## src/rtl/serial_bcd_add_ctrl.sv

```systemverilog
// Digit-serial BCD adder: one shared single-digit BCD adder walks the operands
// from digit 0 upward, one digit per clock, under a three-state controller.
module serial_bcd_add_ctrl #(
    parameter int DIGITS = 4
) (
    input  logic                clk,
    input  logic                rst_n,
    input  logic                start,
    input  logic [4*DIGITS-1:0] Addend,
    input  logic [4*DIGITS-1:0] Augend,
    input  logic                Carry_in,
    output logic                busy,
    output logic                done,
    output logic [4*DIGITS-1:0] Sum,
    output logic                Carry_out,
    output logic                Err
);

    localparam int W     = 4 * DIGITS;
    localparam int IDX_W = (DIGITS > 1) ? $clog2(DIGITS) : 1;
    localparam logic [IDX_W-1:0] LAST = IDX_W'(DIGITS - 1);

    typedef enum logic [1:0] {IDLE, ADD, DONE} state_t;

    state_t           state_q, state_d;
    logic [W-1:0]     a_q, a_d, b_q, b_d;
    logic [W-1:0]     sum_q, sum_d;
    logic [IDX_W-1:0] idx_q, idx_d;
    logic             carry_q, carry_d;
    logic             cout_q, cout_d;
    logic             err_q, err_d;

    logic [3:0] a_dig, b_dig, dsum;
    logic [4:0] t;
    logic       dcarry, dinv;

    // The single time-shared digit adder; invalid digits are added unsaturated.
    always_comb begin
        a_dig  = a_q[idx_q*4 +: 4];
        b_dig  = b_q[idx_q*4 +: 4];
        t      = {1'b0, a_dig} + {1'b0, b_dig} + {4'b0000, carry_q};
        dinv   = (a_dig > 4'd9) || (b_dig > 4'd9);
        dcarry = (t > 5'd9);
        dsum   = dcarry ? (t[3:0] + 4'd6) : t[3:0];
    end

    always_comb begin
        state_d = state_q;
        a_d     = a_q;
        b_d     = b_q;
        sum_d   = sum_q;
        idx_d   = idx_q;
        carry_d = carry_q;
        cout_d  = cout_q;
        err_d   = err_q;
        unique case (state_q)
            IDLE: begin
                if (start) begin
                    a_d     = Addend;
                    b_d     = Augend;
                    carry_d = Carry_in;
                    idx_d   = '0;
                    sum_d   = '0;
                    err_d   = 1'b0;
                    state_d = ADD;
                end
            end
            ADD: begin
                sum_d[idx_q*4 +: 4] = dsum;
                carry_d = dcarry;
                err_d   = err_q | dinv;
                if (idx_q == LAST) begin
                    cout_d  = dcarry;
                    state_d = DONE;
                end else begin
                    idx_d = idx_q + 1'b1;
                end
            end
            DONE:    state_d = IDLE;
            default: state_d = IDLE;
        endcase
    end

    always_ff @(posedge clk or negedge rst_n) begin
        if (!rst_n) begin
            state_q <= IDLE;
            sum_q   <= '0;
            idx_q   <= '0;
            carry_q <= 1'b0;
            cout_q  <= 1'b0;
            err_q   <= 1'b0;
        end else begin
            state_q <= state_d;
            sum_q   <= sum_d;
            idx_q   <= idx_d;
            carry_q <= carry_d;
            cout_q  <= cout_d;
            err_q   <= err_d;
        end
    end

    // Operand holding registers carry no reset; they are reloaded on every start.
    always_ff @(posedge clk) begin
        a_q <= a_d;
        b_q <= b_d;
    end

    assign busy      = (state_q == ADD);
    assign done      = (state_q == DONE);
    assign Sum       = sum_q;
    assign Carry_out = cout_q;
    assign Err       = err_q;

endmodule

```

## config.mk

```make
export PLATFORM = sky130hd
export DESIGN_NAME = serial_bcd_add_ctrl
export DESIGN_NICKNAME = d
export VERILOG_FILES = /design/src/rtl/serial_bcd_add_ctrl.sv
export SDC_FILE = /design/constraint.sdc
export NUM_CORES = 1
export LEC_CHECK = 0
export ABC_CLOCK_PERIOD_IN_PS = 8400
export BUFFER_PORTS_ARGS = -buffer_cell sky130_fd_sc_hd__buf_4
export CORE_MARGIN = 3
export CORE_UTILIZATION = 30
export CTS_CLUSTER_SIZE = 8
export DETAILED_ROUTE_END_ITERATION = 16
export PLACE_DENSITY = 0.56
export SLEW_MARGIN = 20
export SYNTH_ARGS = -nofsm -noshare
export SYNTH_HDL_FRONTEND = slang
export SYNTH_SLANG_ARGS = --single-unit
```

## constraint.sdc

```tcl
create_clock -name clk -period 8.4 [get_ports clk]
set_clock_uncertainty 0.15 [all_clocks]
set_input_delay 0.42 -clock clk [delete_from_list [all_inputs] [get_ports clk]]
set_output_delay 0.42 -clock clk [all_outputs]
set_load 0.01 [all_outputs]
```

==> impl_metrics.csv <==
group,metric,value,unit
timing,slew_headroom,44.1,%
timing,worst_pin_slew,836,ps
placement,dp.final_hpwl,3640,um
grt,gr-total-overflow,0,
placement,gp_congestion,0.769,
cells_and_area,num_antenna_cells,0,
timing,post-route-period-util,47.5,%
power,p_per_area,438,mW/mm2
clock_network,clk_latency,300,ps
power,power,1340,uW
worst_setup_path,cp.required,8440,ps
floorplanning,floorplan.die_area,0.00922,mm2
routing,drc,0,
clock_network,cts_max_level,2,
worst_setup_path,rr_worst_depth,10,
synth,ys_types,36,
routing,avgViaCountPerCell,4.58,
hold_path,whs_path_depth,1,
synth,avgSynthCellArea,13.4,um2
floorplanning,start_util,31.1,%
synth,synth_simple_gate_area_share,10.7,%
synth,yosysMostFrequentCell,"edfxtp_1",
grt,grt_first_pass_wirelength,7580,um
power,p_leak,0.00129,uW
synth,synthTopCellsByCount,"edfxtp_1, nand2_1, dfrtp_1",
synth,ys_seq_elements,55,
synth,netlist_top_cells_area,"edfxtp_1, dfrtp_1, mux4_2, nand2_1, ha_1",
floorplanning,die_w,96.0,um
cells_and_area,area_growth,26.4,%
cells_and_area,drive_gt1_share,31.6,%
status,status,"finished clean",
synth,yosysWarnings,0,
synth,ys_async_sr_fraction,41.8,%
clock_network,clkTransAtPathRegs,100,ps
synth,synth_ff_type,"edfxtp_1",
timing,clock.fmax,0.251,GHz
synth,synth_edf_count,32,
routing,drt-wirelength-per-cell,14.0,um
cells_and_area,nets,289,
synth,seq_area_frac_synth,63.2,%
routing,drt.antenna.violating_nets,0,
routing,vias,1586,
clock_network,cts.path.max_buffers,2,
timing,tns,0,ps
synth,muxShareOfSynthArea,7.82,%
routing,drtIter0Drc,17,
clock_network,cts_tree,"built",
synth,synth_fp_nets,228,
synth,synthCells,182,
clock_network,clock-sinks,55,
synth,synthAdderAreaFrac,5.76,%
routing,dr_wl_met2,2090,um
clock_network,post_cts_resized,0,
run,cap_violations,0,
worst_setup_path,critPathArrivalTime,4030,ps
synth,synth_top_area_cell,"edfxtp_1",
routing,wl_met1,2330,um
worst_setup_path,path_class,"reg -> reg",
floorplanning,core,0.00781,mm2
synth,synth_compound_area_share,9.98,%
worst_setup_path,cp-end-kind,"flip-flop",
grt,grtUsageTotal,10.8,%
timing,period_minus_slack,3990,ps
clock_network,cts-root-buf,"clkbuf_8",
worst_setup_path,path_max_fanout,13,
worst_setup_path,start_kind,"flip-flop",
clock_network,post_cts_buffers,0,
synth,netlist.area_leader.share,39.5,%
routing,top_layer_used,"met4",
synth,synth_xor_area_share,0.360,%
routing,wirelength,4850,um
timing,hold_violations,0,
synth,synth_area,0.00243,mm2
synth,synth_top_family_by_area,"simple AND/OR/NAND/NOR gates",
routing,wl_met3,384,um
floorplanning,ios,56,
placement,portBuffers,55,
grt,grt_pass1_vias,1595,
timing,report.final.slew_viol_count,0,
power,vdd_ir_drop_max,0.168,mV
clock_network,hold_buffers,1,
grt,antenna_found_initial,0,
routing,dr.pass1.iters,4,
hold_path,hp-class,"in -> reg",
floorplanning,rows,32,
grt,grt_max_degree,34,
floorplanning,die_y,96.0,um
clock_network,cts_made_buffers,5,
timing,setup-violations-final,0,
timing,rsz0062_at_grt,"false",
## worst max-delay path: stages, from the launching register on
cell	delay (ps)
dfrtp_1	760
mux4_2	600
fa_1	450
fa_1	420
xor2_1	300
inv_1	80
ha_1	240
nor2b_1	180
o311a_1	300
a211oi_2	280
o21ai_1	110
## cells in the final DEF, fill, tap and decap left out
cell type / synthesis / final
nand3_1: 6 / 6
nor2_1: 8 / 7
a211oi_1: 1 / 1
clkbuf_8: 0 / 5
o211ai_1: 2 / 2
nor3_1: 2 / 2
a21oi_1: 1 / 1
and3b_4: 1 / 1
or2_4: 1 / 1
o311a_1: 1 / 1
nand2_1: 31 / 31
dlygate4sd3_1: 0 / 1
mux4_2: 8 / 8
o21ai_1: 12 / 12
o21ai_0: 9 / 9
dfrtp_1: 23 / 23
xor2_1: 1 / 1
inv_1: 9 / 9
a21boi_1: 1 / 1
buf_4: 0 / 56
a21o_1: 3 / 3
and2_1: 1 / 1
fa_1: 2 / 2
nand2b_1: 1 / 1
a31oi_1: 1 / 1
nor2_2: 0 / 1
ha_1: 8 / 8
mux2i_1: 1 / 1
a211oi_2: 2 / 2
clkbuf_1: 1 / 2
or4_1: 1 / 1
a21oi_2: 2 / 2
or3_1: 1 / 1
edfxtp_1: 32 / 32
nor2b_1: 2 / 2
nand4_1: 2 / 2
o31a_1: 1 / 1
o22ai_1: 2 / 2
clkbuf_16: 0 / 1
## state kept, by name, summed over array words and instances, names as in the netlist
name,cells
Carry_out,1
Err,1
Sum,16
a_q,16
b_q,16
carry_q,1
idx_q,2
state_q,2
## path summary, 6_finish.rpt
path	from	end	slack, ps
min in group asynchronous	rst_n	Sum[11]$_DFFE_PN0P_	390
hold reg to reg	Sum[3]$_DFFE_PN0P_	Sum[3]$_DFFE_PN0P_	340
setup / recovery	idx_q[0]$_DFFE_PN0P_	Sum[14]$_DFFE_PN0P_	4410
hold / removal	Augend[4]	b_q[4]$_DFFE_PP_	130
setup reg to reg	idx_q[0]$_DFFE_PN0P_	Sum[14]$_DFFE_PN0P_	4410
max in group asynchronous	rst_n	state_q[1]$_DFFE_PN0P_	7480
## cell type report
cell class / instances / area [um2]
sequential: 55 / 1540
inverter: 9 / 33.8
timing repair buffer: 57 / 430
multi-input combinational: 115 / 843
clock buffer: 8 / 101
fill: 745 / 4730
tap: 102 / 128
## kinds of logic (layout without fill, tap and decap cells)
family	count (synthesis)	count (layout)
AO/OA/AOI/OAI	38	38
buffers and inverters	12	74
XOR/XNOR	1	1
multiplexers	9	9
flip-flops	55	55
AND/OR/NAND/NOR	57	57
adder cells (fa/ha/maj)	10	10
## stage by stage
step	hold slack [ps]	setup WS, ps	utilization, %	instance area (um2)	std cells
2_1_floorplan	-25.6	4910	-	2430	182
6_report	133	4410	39.4	3070	346
3_5_place_dp	182	4390	37.9	2960	337
3_3_place_gp	183	4450	37.9	2960	337
4_1_cts	123	4380	39.4	3070	346
5_1_grt	110	4120	39.4	3070	346
## report_power, final
part | leakage [uW] | internal [uW] | total (uW) | switching [uW]
logic | 0.000642 | 329 | 765 | 436
clock network | 0.0000506 | 77.4 | 162 | 85.0
registers | 0.000600 | 363 | 417 | 54.3
total | 0.00129 | 769 | 1340 | 576
## metal layers
metal  track usage, %  vias to the layer above
met5                0                        -
met4             2.73                        0
met3             4.14                        6
met2             15.8                       52
met1             15.1                      734
li1                 -                      794
Power figures use the tool's default switching activity.
